**src/rtl/rv_pkg.sv**
```systemverilog
// Shared definitions for the PC / redirect path.
//  - PCSEL_*  : encodings of the 2-bit next-PC decision from the branch unit
//  - state_e  : redirect FSM states
//  - is_word_aligned : true when an address is legal as a fetch target
package rv_pkg;

    localparam logic [1:0] PCSEL_SEQ  = 2'b00;
    localparam logic [1:0] PCSEL_BR   = 2'b01;
    localparam logic [1:0] PCSEL_JALR = 2'b10;
    localparam logic [1:0] PCSEL_HALT = 2'b11;

    typedef enum logic [1:0] {
        ST_RUN    = 2'b00,
        ST_SQUASH = 2'b01,
        ST_HALT   = 2'b10
    } state_e;

    // Fetch targets must sit on a 4-byte boundary.
    function automatic logic is_word_aligned(input logic [1:0] addr_lsb);
        return addr_lsb == 2'b00;
    endfunction

endpackage

```
**src/rtl/sat_counter.sv**
```systemverilog
// Saturating up-counter.
//  clk   : clock, rising edge
//  rst   : synchronous active-high reset, clears count
//  clr   : synchronous clear
//  inc   : increment enable; count sticks at all-ones
//  count : current value
module sat_counter #(
    parameter int unsigned CNT_W = 16
) (
    input  logic             clk,
    input  logic             rst,
    input  logic             clr,
    input  logic             inc,
    output logic [CNT_W-1:0] count
);

    always_ff @(posedge clk) begin
        if (rst || clr) begin
            count <= '0;
        end else if (inc && (count != '1)) begin
            count <= count + CNT_W'(1);
        end
    end

endmodule

```
**src/rtl/pc_redirect_unit.sv**
```systemverilog
// Program counter owner and redirect/squash controller.
//  clk, rst       : clock and synchronous active-high reset
//  stall          : holds PC on sequential advance
//  pc_sel         : next-PC decision (seq / branch-jal / jalr / halt)
//  br_target      : PC-relative target
//  jalr_target    : rs1+imm target (LSB cleared here)
//  pc             : current fetch PC (registered)
//  pc_plus4       : pc+4 (combinational)
//  flush_ifid     : squash IF/ID this cycle
//  flush_idex     : squash ID/EX this cycle
//  halted         : core halted, PC frozen until rst
//  misalign_err   : sticky, redirect target misaligned
//  redirect_count : accepted redirects, saturating
module pc_redirect_unit
    import rv_pkg::*;
#(
    parameter int unsigned       XLEN         = 32,
    parameter logic [XLEN-1:0]   RESET_PC     = '0,
    parameter int unsigned       FLUSH_CYCLES = 2,
    parameter int unsigned       CNT_W        = 16
) (
    input  logic             clk,
    input  logic             rst,
    input  logic             stall,
    input  logic [1:0]       pc_sel,
    input  logic [XLEN-1:0]  br_target,
    input  logic [XLEN-1:0]  jalr_target,
    output logic [XLEN-1:0]  pc,
    output logic [XLEN-1:0]  pc_plus4,
    output logic             flush_ifid,
    output logic             flush_idex,
    output logic             halted,
    output logic             misalign_err,
    output logic [CNT_W-1:0] redirect_count
);

    localparam int unsigned     SQ_W    = 3;
    localparam logic [SQ_W-1:0] SQ_LOAD = SQ_W'(FLUSH_CYCLES - 1);
    localparam logic [XLEN-1:0] PC_STEP = XLEN'(4);
    localparam logic [XLEN-1:0] LSB_CLR = ~XLEN'(1);

    state_e          state_q;
    state_e          state_d;
    logic [XLEN-1:0] pc_d;
    logic [SQ_W-1:0] sq_cnt_q;
    logic [SQ_W-1:0] sq_cnt_d;
    logic            misalign_d;
    logic            redirect_acc;
    logic [XLEN-1:0] tgt;
    logic            tgt_ok;

    // Sequential successor; wraps naturally modulo 2^XLEN.
    assign pc_plus4 = pc + PC_STEP;

    // Effective redirect target; jalr drops bit 0 before the alignment check.
    assign tgt    = (pc_sel == PCSEL_JALR) ? (jalr_target & LSB_CLR) : br_target;
    assign tgt_ok = is_word_aligned(tgt[1:0]);

    // State register.
    always_ff @(posedge clk) begin
        if (rst) begin
            state_q <= ST_RUN;
        end else begin
            state_q <= state_d;
        end
    end

    // PC, squash counter and sticky error registers.
    always_ff @(posedge clk) begin
        if (rst) begin
            pc           <= RESET_PC;
            sq_cnt_q     <= '0;
            misalign_err <= 1'b0;
        end else begin
            pc           <= pc_d;
            sq_cnt_q     <= sq_cnt_d;
            misalign_err <= misalign_d;
        end
    end

    // Next-state / next-PC decision.
    always_comb begin
        state_d      = state_q;
        pc_d         = pc;
        sq_cnt_d     = sq_cnt_q;
        misalign_d   = misalign_err;
        redirect_acc = 1'b0;
        case (state_q)
            ST_RUN: begin
                case (pc_sel)
                    PCSEL_SEQ: begin
                        if (!stall) begin
                            pc_d = pc_plus4;
                        end
                    end
                    PCSEL_BR, PCSEL_JALR: begin
                        if (tgt_ok) begin
                            // A taken redirect wins over a stall.
                            pc_d         = tgt;
                            redirect_acc = 1'b1;
                            if (FLUSH_CYCLES > 1) begin
                                state_d  = ST_SQUASH;
                                sq_cnt_d = SQ_LOAD;
                            end
                        end else begin
                            misalign_d = 1'b1;
                            state_d    = ST_HALT;
                        end
                    end
                    default: begin
                        state_d = ST_HALT;
                    end
                endcase
            end
            ST_SQUASH: begin
                // pc_sel here belongs to a wrong-path instruction and is ignored.
                if (!stall) begin
                    pc_d = pc_plus4;
                end
                sq_cnt_d = sq_cnt_q - SQ_W'(1);
                if (sq_cnt_q == SQ_W'(1)) begin
                    state_d = ST_RUN;
                end
            end
            ST_HALT: begin
                state_d = ST_HALT;
            end
            default: begin
                state_d = ST_RUN;
            end
        endcase
    end

    // Flush / halt outputs.
    always_comb begin
        flush_ifid = 1'b0;
        flush_idex = 1'b0;
        halted     = 1'b0;
        case (state_q)
            ST_RUN: begin
                if (pc_sel != PCSEL_SEQ) begin
                    flush_ifid = 1'b1;
                    flush_idex = 1'b1;
                end
            end
            ST_SQUASH: begin
                flush_ifid = 1'b1;
            end
            ST_HALT: begin
                flush_ifid = 1'b1;
                flush_idex = 1'b1;
                halted     = 1'b1;
            end
            default: begin
                flush_ifid = 1'b0;
            end
        endcase
    end

    sat_counter #(
        .CNT_W (CNT_W)
    ) u_redirect_cnt (
        .clk   (clk),
        .rst   (rst),
        .clr   (1'b0),
        .inc   (redirect_acc),
        .count (redirect_count)
    );

endmodule
```
**config.mk**
```make
export PLATFORM = sky130hd
export DESIGN_NAME = pc_redirect_unit
export DESIGN_NICKNAME = d
export VERILOG_FILES = /design/src/rtl/rv_pkg.sv /design/src/rtl/sat_counter.sv /design/src/rtl/pc_redirect_unit.sv
export SDC_FILE = /design/constraint.sdc
export NUM_CORES = 1
export LEC_CHECK = 0
export ABC_AREA = 1
export CORE_ASPECT_RATIO = 0.75
export CORE_MARGIN = 5
export CORE_UTILIZATION = 35
export DETAILED_ROUTE_END_ITERATION = 10
export PLACE_DENSITY = 0.66
export RECOVER_POWER = 50
export SETUP_SLACK_MARGIN = 0.02
export SLEW_MARGIN = 20
export SYNTH_ARGS = -nofsm -noshare
export SYNTH_HDL_FRONTEND = slang
export SYNTH_SLANG_ARGS = --single-unit
```
**constraint.sdc**
```tcl
create_clock -name clk -period 1.9 [get_ports clk]
set_input_delay 0.38 -clock clk [delete_from_list [all_inputs] [get_ports clk]]
set_output_delay 0.38 -clock clk [all_outputs]
set_load 0.02 [all_outputs]
```
==> results of run 1 <==
[per-layer routing]
metal | routed length [µm] | vias up | global-route usage [%]
met5 | 0 | - | 0
met4 | 357 | 0 | 5.16
met3 | 1600 | 28 | 4.99
met2 | 8380 | 241 | 39.9
met1 | 8060 | 2631 | 34.3
li1 | - | 2821 | -
[kinds of logic (layout without fill, tap and decap cells)]
| group | after synthesis | in the layout | synth area share [%] |
|---|---|---|---|
| and+or+nand+nor | 374 | 375 | 37.6 |
| DFF | 54 | 54 | 26.4 |
| AOI/OAI and AO/OA | 140 | 140 | 18.1 |
| adders and majority gates | 10 | 10 | 3.06 |
| xor gates and xnor gates | 20 | 20 | 4.28 |
| buffers and inverters | 109 | 390 | 10.5 |
[synth_stat cells, drive strengths merged]
cell type | number | area (µm²)
clkbuf | 18 | 67.6
a21oi | 52 | 272
o21ai | 76 | 384
a31oi | 1 | 6.26
o21bai | 9 | 67.6
or2 | 1 | 6.26
ha | 10 | 125
o22ai | 2 | 12.5
nor3 | 6 | 45.0
and2 | 1 | 6.26
nand2 | 228 | 858
xnor2 | 5 | 43.8
nand3 | 63 | 320
inv | 81 | 304
dfxtp | 54 | 1080
nand4 | 1 | 6.26
buf | 10 | 60.1
xor2 | 15 | 131
nand3b | 4 | 30.0
nor2 | 70 | 268
[worst min-delay path by stage]
| stage | startpoint | end | depth (start not counted) |
|---|---|---|---|
| finish | pc[0]$_SDFFE_PP0P_ | pc[0]$_SDFFE_PP0P_ | 2 |
| global route | pc[1]$_SDFFE_PP0P_ | pc[1]$_SDFFE_PP0P_ | 2 |
| CTS | pc[0]$_SDFFE_PP0P_ | pc[0]$_SDFFE_PP0P_ | 2 |
| detailed placement | pc[0]$_SDFFE_PP0P_ | pc[0]$_SDFFE_PP0P_ | 2 |
| global placement | pc[0]$_SDFFE_PP0P_ | pc[0]$_SDFFE_PP0P_ | 2 |
| floorplan | sq_cnt_q[1]$_SDFFE_PP0P_ | sq_cnt_q[1]$_SDFFE_PP0P_ | 2 |
[cell type report]
type	instances	area, µm²
fillers	993	3720
multi-input cells	545	3210
repair buffers	300	2810
flip-flops and latches	54	1120
inverters	81	317
well taps	162	203
clock buffers	7	143
repair inverters	1	6.26
clock inverters	1	5.00
[power by group]
part           switching (mW)  internal [mW]
registers               0.250           1.39
clock network           0.450          0.526
logic                    2.23           2.01
total                    2.93           3.92
[worst reg2reg max path, delay by kind of cell (launching register included)]
kind	cells	cell delay (ns)
compound gates	3	0.48
flops	1	0.32
simple gates	2	0.28
fa+ha+maj	1	0.23
buf+inv	3	0.36
[repair_timing]
action | CTS | global route
cloned | 4 | 0
gates resized for setup | 342 | 84
pin swaps | 40 | 43
endpoints found under the hold margin | 0 | 0
setup endpoints to repair | 83 | 59
setup buffers | 27 | 11
[state kept, by name, summed over array words and instances, names as in the netlist]
register              count
misalign_err              1
pc                       32
sq_cnt_q                  3
state_q                   2
u_redirect_cnt.count     16
[per-stage QoR]
step / util (%) / TNS, ns / instances / worst slack, ns
2_1_floorplan: - / 0 / 707 / 0.0236
3_3_place_gp: 57.3 / -28.04 / 1108 / -0.495
3_5_place_dp: 57.3 / -32.68 / 1108 / -0.533
4_1_cts: 65.0 / -2.36 / 1144 / -0.191
5_1_grt: 67.7 / -10.06 / 1151 / -0.280
6_report: 67.7 / -3.39 / 1151 / -0.201
==> impl_metrics.yaml, run 1 <==
power_and_ir_drop:
  p_per_area_nw_per_um2: 877
  p_leak_nw: 3.36
  p_total_mw: 6.85
  ir_worst_vdd_mv: 0.518
finish:
  mostFrequentLayoutCell: "nand2_1"
  layout_common_cells: "nand2_1 (166), buf_4 (117), clkdlybuf4s50_1 (110)"
  diodes: 0
  nets: 1067
  fin_area_um2: 7810
  synthToLayoutAreaGrowth_pct: 90.7
  drive_gt1_share_pct: 34.8
route:
  wl_per_cell_um: 16.0
  drc: 0
  drtAntennaViolNets: 0
  drt_iter0_drc: 443
  firstDrtPassIters: 5
  num_vias: 5721
  via_per_inst: 4.97
  routed_wl_mm: 18.4
sta:
  worst_slew_pin_slew_ns: 0.437
  fmax_ghz: 0.476
  final-hold-violation-count: 0
  fin_skew_ns: 0.00720
  fin_ws_ns: -0.201
  finalMaxSlewViolations: 0
  post-route-period-util_pct: 111
  rsz0062_at_grt: "true"
  fin_hold_ws_ns: 0.443
  setup_violations: 35
  fin_crit_ns: 2.10
  slew_headroom_pct: 70.6
grt:
  grt_max_degree: 37
  grt_pass1_wl_mm: 28.4
  grtUsageTotal_pct: 24.8
  overflow: 0
  grt_antenna_before_repair: 0
  grt_pass1_vias: 5574
worst_setup_path:
  max_stage_delay_ns: 0.36
  crit_slowest_cell: "dfxtp_2"
  r2r_end: "pc[8]$_SDFFE_PP0P_"
  r2r_slack_ns: 0.13
  path_delay_family: "simple AND/OR/NAND/NOR gates"
  rr_worst_depth: 9
  crit_required_ns: 1.52
  criticalPathCategory: "flip-flop to output pin"
  crit_fanout: 4
  startpoint: "pc[3]$_SDFFE_PP0P_"
  crit_top_cell: "nand2_2"
  crit_end: "pc_plus4[30]"
  r2r-start: "state_q[0]$_SDFFE_PP0P_"
  crit_arrival_ns: 1.72
  start_kind: "flip-flop"
  crit_cells: 10
  end_kind: "output pin"
  critical_path.cell_chain: "ha_4, nand2_4, nor2_4, nand2_4, nor2_4, buf_6, nand2_2, nand2_2, nand2_2, buf_6"
  crit_buf_inv: 2
placed_design:
  dp_hpwl_mm: 12.5
  port_buffers: 151
  post_dp_cell_area_um2: 6610
  place_congestion: 0.969
job:
  maxCapViolCount: 0
floorplanning:
  ioPinCount: 153
  start_util_pct: 35.5
  die_w_um: 135
  fp.coreArea_um2: 11500
  dieArea_um2: 14000
  chipHeight_um: 104
  num_rows: 34
worst_hold_path:
  holdCritPathClass: "flip-flop to flip-flop"
clock_network:
  ctsHoldBuffers: 0
  htreeDepth: 2
  clkLatencyLatePin_ns: 0.30
  numCtsBuffers: 5
  path_clk_slew_ns: 0.07
  cts.sinks: 54
  clk_path_buf_depth: 2
  cts_root_buf: "clkbuf_16"
  cts_tree: "done"
logic_synthesis:
  syn_area_um2: 4100
  ys_seq_area_share_pct: 26.4
  yosys_warnings: 0
  synth_cells: 707
  syn_nets: 786
  synth_cell_type_count: 29
  syn_avg_cell_area_um2: 5.79
  ys_ff_latch: 54
outcome:
  status: "finished with violations"
  violations: "setup timing"
Note: power is estimated with default switching activity, not from simulation.
==> inputs of run 2 (changes only) <==
--- a/config.mk
+++ b/config.mk
@@ -5,7 +5,6 @@
 export SDC_FILE = /design/constraint.sdc
 export NUM_CORES = 1
 export LEC_CHECK = 0
-export ABC_AREA = 1
 export CORE_ASPECT_RATIO = 0.75
 export CORE_MARGIN = 5
 export CORE_UTILIZATION = 35
==> constraint.sdc (replaced) <==
create_clock -name clk -period 2.3 [get_ports clk]
set_input_delay 0.46 -clock clk [delete_from_list [all_inputs] [get_ports clk]]
set_output_delay 0.46 -clock clk [all_outputs]
set_load 0.02 [all_outputs]
==> run 2 against run 1 <==
The flow still finishes with violations (setup timing). Hold slack gained 0.019 ns. Largest cell class unchanged. Clock skew shrank 0.0010 ns. Critical path type unchanged. Final area shrank 7.3%.
==> impl_metrics.yaml, run 2 <==
logic_synthesis:
  synth_cells: 515
  syn_avg_cell_area_um2: 7.97
  syn_nets: 594
  synth_edf_count: 0
  yosysTopAreaCellShare_pct: 26.3
  netlist.top_cell.by_area: "dfxtp_1"
  synth-main-ff-cell: "dfxtp_1"
  synth_common_cells: "dfxtp_1 (54), nand2_1 (41), nor2_1 (32)"
  syn_area_um2: 4100
  yosys_warnings: 0
  ys_async_sr_fraction_pct: 0
  synth_cell_type_count: 67
  ys_seq_area_share_pct: 26.3
  netlist_top_cells_area: "dfxtp_1 (26%), mux2i_1 (6.3%), xnor2_1 (4.1%)"
  ys_ff_latch: 54
  yosysMostFrequentCell: "dfxtp_1"
finish:
  drive_gt1_share_pct: 32.2
  largest_registers: "pc (32), u_redirect_cnt.count (16), sq_cnt_q (3)"
  nets: 839
  top_register: "pc"
  largest_reg_flops: 32
  fin_area_um2: 7240
  diodes: 0
  mostFrequentLayoutCell: "buf_4"
  synthToLayoutAreaGrowth_pct: 76.4
  layout_common_cells: "buf_4 (124), clkdlybuf4s50_1 (70), dlygate4sd3_1 (49)"
  nFillCells: 963
sta:
  finalMaxSlewViolations: 0
  fin_hold_ws_ns: 0.462
  rsz0062_at_grt: "true"
  slew_headroom_pct: 63.3
  fin_skew_ns: 0.00618
  setup_violations: 16
  fmax_ghz: 0.390
  final-hold-violation-count: 0
  fin_crit_ns: 2.57
  fin_ws_ns: -0.266
  post-route-period-util_pct: 112
  worst_slew_pin_slew_ns: 0.547
route:
  drt_iter0_drc: 385
  via_per_inst: 5.46
  num_vias: 5042
  drtAntennaViolNets: 0
  drc: 0
  routed_wl_mm: 16.8
  wl_per_cell_um: 18.2
  firstDrtPassIters: 5
outcome:
  status: "finished with violations"
  violations: "setup timing"
job:
  maxCapViolCount: 0
worst_hold_path:
  holdCritPathClass: "flip-flop to flip-flop"
  hold_path_startpoint: "misalign_err$_SDFFE_PP0P_"
clock_network:
  clkLatencyLatePin_ns: 0.30
  cts.sinks: 54
  cts_root_buf: "clkbuf_16"
  path_clk_slew_ns: 0.08
  clk_path_buf_depth: 2
  htreeDepth: 2
  numCtsBuffers: 5
  cts_tree: "done"
worst_setup_path:
  r2r-start: "pc[2]$_SDFFE_PP0P_"
  critical_path.cell_chain: "nand4_4, or4_4, nor3_4, buf_6, nand2_4, xnor2_4, buf_6"
  end_kind: "output pin"
  crit_required_ns: 1.84
  start_kind: "flip-flop"
  max_stage_delay_ns: 0.58
  crit_top_cell: "buf_6"
  crit_arrival_ns: 2.11
  crit_fanout: 4
  crit_slowest_cell: "or4_4"
  startpoint: "pc[14]$_SDFFE_PP0P_"
  criticalPathCategory: "flip-flop to output pin"
grt:
  grt_pass1_vias: 4814
  grt_antenna_before_repair: 0
  grt_max_degree: 28
  overflow: 0
  grtUsageTotal_pct: 22.1
  grt_pass1_wl_mm: 25.3
floorplanning:
  die_w_um: 135
  fp.coreArea_um2: 11500
  chipHeight_um: 104
  num_rows: 34
  ioPinCount: 153
  start_util_pct: 35.6
  dieArea_um2: 14000
power_and_ir_drop:
  p_leak_nw: 3.17
  ir_worst_vdd_mv: 0.324
  p_per_area_nw_per_um2: 538
placed_design:
  dp_hpwl_mm: 12.3
  port_buffers: 151
  post_dp_cell_area_um2: 6590
  place_congestion: 0.927
[run 2: cell count changes in the layout (fill, tap and decap cells not counted), sizes merged, moves of 13 or more]
| cell | previous run | this run |
|---|---|---|
| nand2 | 229 | 41 |
| inv | 82 | 23 |
| o21ai | 76 | 24 |
| dlygate4sd3 | 1 | 49 |
| nand3 | 63 | 19 |
| clkdlybuf4s50 | 110 | 70 |
| nor2 | 70 | 32 |
| buf | 178 | 146 |
| mux2i | 0 | 26 |
| a21oi | 52 | 28 |
| nand4 | 1 | 17 |
| xnor2 | 5 | 19 |
| nor4 | 0 | 13 |
[run 2: through the flow]
stage               worst slack, ns  utilization (%)  TNS (ns)  power, mW  instances
global placement             -0.465             57.1    -21.46       2.92        893
CTS                          -0.258             61.0     -2.43       3.86        915
floorplan                   -0.0753                -    -0.215       2.05        515
global route                 -0.332             62.8     -3.61       4.07        923
finish                       -0.266             62.8     -2.42       3.89        923
detailed placement           -0.452             57.1    -22.81       2.95        893
[run 2: cells by family (layout without fill, tap and decap cells)]
| logic type | count (synthesis) | in the layout | share of synthesized area (%) |
|---|---|---|---|
| compound gates | 131 | 131 | 22.4 |
| xor+xnor | 36 | 36 | 7.69 |
| fa+ha+maj | 10 | 10 | 3.05 |
| buf+inv | 65 | 311 | 6.65 |
| flops | 54 | 54 | 26.3 |
| mux | 31 | 31 | 7.72 |
| simple gates | 188 | 188 | 26.1 |
[run 2: report_power, final]
| group | leakage (nW) | switching (mW) | internal [mW] |
|---|---|---|---|
| Clock | 0.0704 | 0.405 | 0.412 |
| Combinational | 2.65 | 1.02 | 0.942 |
| Sequential | 0.447 | 0.0804 | 1.04 |
[run 2: what timing repair did]
item / 4_1_cts / 5_1_grt
buffers inserted: 12 / 9
endpoints found under the setup margin: 66 / 23
pin swaps: 23 / 19
resized for setup: 159 / 45
gates cloned: 2 / 0
hold buffers: 0 / 0
[run 2: layout make-up]
cell class	count	area, µm²	area share [%]
clock inverters	3	25.0	0.346
repair buffers	280	2520	34.8
well taps	162	203	2.80
multi-input cells	396	3170	43.8
inverters	23	86.3	1.19
clock buffers	5	125	1.73
flip-flops and latches	54	1110	15.3
[run 2: worst paths after layout]
kind / to / slack, ns / cells past startpoint
worst min register to register: misalign_err$_SDFFE_PP0P_ / 0.46 / 2
worst min-delay path: misalign_err$_SDFFE_PP0P_ / 0.46 / 2
worst max-delay path: pc_plus4[29] / -0.27 / 7
worst max register to register: pc[20]$_SDFFE_PP0P_ / 0.12 / 7
[run 2: worst max-delay path: cells and delay by family, from the launching register on]
kind | cells | cell delay, ns
xor+xnor | 1 | 0.13
flops | 1 | 0.36
buf+inv | 2 | 0.28
simple gates | 4 | 1.02
[run 2: layer usage]
metal  up-vias  share of wire [%]  track usage, %
li1       2390                  -               -
met1      2418                 45            31.4
met2       216                 47            34.9
met3        18                7.5            5.09
met4         0               0.95            3.09
met5         -                  0               0
==> inputs of run 3 (changes only) <==
==> constraint.sdc (replaced) <==
create_clock -name clk -period 2.3 [get_ports clk]
set_input_delay 0.575 -clock clk [delete_from_list [all_inputs] [get_ports clk]]
set_output_delay 0.575 -clock clk [all_outputs]
set_load 0.02 [all_outputs]
==> run 3 against run 2 <==
The flow still finishes with violations (setup timing). Final area up 2.6%. Worst setup slack worse by 0.12 ns. Combinational power down 3%. Power up 0.98%. Cell count up 1.5%. Largest cell class unchanged.
==> impl_metrics.yaml, run 3 (synthesis results as in run 2) <==
route:
  drtAntennaViolNets: 0
  routed_wl_mm: 16.7
  wl_per_cell_um: 17.8
  dr.max_layer_used: "met4"
  route.met2.wl_mm: 7.66
  wl_met3_mm: 1.15
  firstDrtPassIters: 5
  via_per_inst: 5.51
  wl_met1_mm: 7.65
  drc: 0
  drt_iter0_drc: 341
  num_vias: 5162
worst_setup_path:
  crit_top_cell: "buf_6"
  max_stage_delay_ns: 0.52
  crit_slowest_cell: "or4_4"
  critical_path.cell_chain: "nand4_4, buf_6, or4_4, nor3_4, buf_6, nand2_4, xnor2_4, buf_6"
  end_kind: "output pin"
  crit_cells: 8
  crit_required_ns: 1.73
  crit_fanout: 2
  startpoint: "pc[13]$_SDFFE_PP0P_"
  start_kind: "flip-flop"
  crit_buf_inv: 3
  crit_arrival_ns: 2.12
  crit_end: "pc_plus4[31]"
  r2r-start: "state_q[0]$_SDFFE_PP0P_"
  rr_worst_depth: 9
  r2r_slack_ns: 0.03
  r2r_end: "u_redirect_cnt.count[9]$_SDFFE_PP0P_"
  path_delay_family: "simple AND/OR/NAND/NOR gates"
  criticalPathCategory: "flip-flop to output pin"
sta:
  rsz0062_at_grt: "true"
  fin_crit_ns: 2.69
  final-hold-violation-count: 0
  setup_violations: 26
  fin_hold_ws_ns: 0.453
  finalMaxSlewViolations: 0
  post-route-period-util_pct: 117
  fmax_ghz: 0.372
  fin_skew_ns: 0.00778
  worst_slew_pin_slew_ns: 0.501
  slew_headroom_pct: 66.4
  fin_ws_ns: -0.391
floorplanning:
  chipHeight_um: 104
  fp.coreArea_um2: 11500
  num_rows: 34
  ioPinCount: 153
  dieArea_um2: 14000
  start_util_pct: 35.6
  die_w_um: 135
power_and_ir_drop:
  p_seq_share_pct: 28.5
  combPwrFrac_pct: 48.7
  p_leak_nw: 3.28
  p_per_area_nw_per_um2: 529
  netSwitchingFraction_pct: 36.6
  internal_power_mw: 2.49
  switchingPower_mw: 1.44
  p_clk_share_pct: 22.8
  ir_worst_vdd_mv: 0.306
finish:
  diodes: 0
  fin_util_pct: 64.4
  synthToLayoutAreaGrowth_pct: 81.0
  nFillCells: 959
  finalNonFillerCells: 937
  nets: 853
  layout_common_cells: "buf_4 (134), clkdlybuf4s50_1 (67), dlygate4sd3_1 (49)"
  drive_gt1_share_pct: 35.6
  largest_reg_flops: 32
  mostFrequentLayoutCell: "buf_4"
  top_register: "pc"
  largest_registers: "pc (32), u_redirect_cnt.count (16), sq_cnt_q (3)"
placed_design:
  dp_cells: 908
  place_congestion: 0.890
  dp_hpwl_mm: 12.4
  port_buffers: 151
grt:
  grt_max_degree: 26
  grt_antenna_before_repair: 0
  grt_pass1_wl_mm: 26.5
  grtUsageTotal_pct: 22.8
  overflow: 0
  grt_pass1_vias: 5088
clock_network:
  cts_tree: "done"
  htreeDepth: 2
  cts_root_buf: "clkbuf_16"
  clk_path_buf_depth: 2
  cts.sinks: 54
  clkLatencyLatePin_ns: 0.30
  path_clk_slew_ns: 0.07
  ctsHoldBuffers: 0
  numCtsBuffers: 5
job:
  maxCapViolCount: 0
outcome:
  violations: "setup timing"
  status: "finished with violations"
worst_hold_path:
  holdCritPathClass: "flip-flop to flip-flop"
run 3: changes by cell type in the layout (fill, tap and decap cells not counted), sizes merged, moves of 2 or more:
cell / delta
dlygate4sd2: -4
clkbuf: +4
dlymetal6s2s: +2
buf: +19
clkdlybuf4s50: -3
run 3: power by group through the flow:
| stage | logic, mW | clock network [mW] | registers [mW] |
|---|---|---|---|
| global placement | 1.82 | 0 | 1.12 |
| CTS | 1.86 | 0.907 | 1.12 |
| finish | 1.91 | 0.898 | 1.12 |
| detailed placement | 1.84 | 0 | 1.13 |
| global route | 2.05 | 0.933 | 1.13 |
| floorplan | 0.781 | 0 | 1.29 |
run 3: layout make-up:
| cell class | instances | area (µm²) | share of cell area [%] |
|---|---|---|---|
| Clock inverter | 1 | 30.0 | 0.404 |
| Timing Repair Buffer | 294 | 2620 | 35.2 |
| Tap cell | 162 | 203 | 2.73 |
| Multi-Input combinational cell | 396 | 3240 | 43.6 |
| Sequential cell | 54 | 1110 | 14.9 |
| Inverter | 23 | 86.3 | 1.16 |
| Clock buffer | 7 | 143 | 1.92 |
run 3: metal layers:
| layer | track usage, % | vias to the layer above |
|---|---|---|
| met5 | 0 | - |
| met4 | 3.96 | 0 |
| met3 | 4.60 | 28 |
| met2 | 36.0 | 231 |
| met1 | 32.5 | 2472 |
| li1 | - | 2431 |
run 3: worst min path at each step:
stage	depth (start not counted)	slack (ns)	to	start
2_1_floorplan	2	0.45	sq_cnt_q[1]$_SDFFE_PP0P_	sq_cnt_q[1]$_SDFFE_PP0P_
3_3_place_gp	2	0.44	misalign_err$_SDFFE_PP0P_	misalign_err$_SDFFE_PP0P_
5_1_grt	1	0.51	pc[0]$_SDFFE_PP0P_	pc[0]$_SDFFE_PP0P_
4_1_cts	2	0.46	misalign_err$_SDFFE_PP0P_	misalign_err$_SDFFE_PP0P_
6_report	2	0.45	misalign_err$_SDFFE_PP0P_	misalign_err$_SDFFE_PP0P_
3_5_place_dp	2	0.45	misalign_err$_SDFFE_PP0P_	misalign_err$_SDFFE_PP0P_
run 3: metrics by stage:
step	worst slack [ns]	total power, mW	area [µm²]	setup TNS, ns
floorplan	-0.190	2.07	4330	-1.25
global placement	-0.577	2.95	6750	-29.06
detailed placement	-0.592	2.97	6750	-30.81
CTS	-0.408	3.88	7160	-4.28
global route	-0.459	4.11	7430	-7.37
finish	-0.391	3.93	7430	-5.34
run 3: worst min-delay path, cell delays in order (launching register included):
cell and delay, ns:
dfxtp_1 0.32, inv_1 0.05, a21oi_1 0.05
run 3: repair_timing:
item                       4_1_cts  5_1_grt
setup buffers                   10       13
pin swaps                       27       26
resized for setup              186       58
gates cloned                     0        0
setup endpoints to repair       75       52
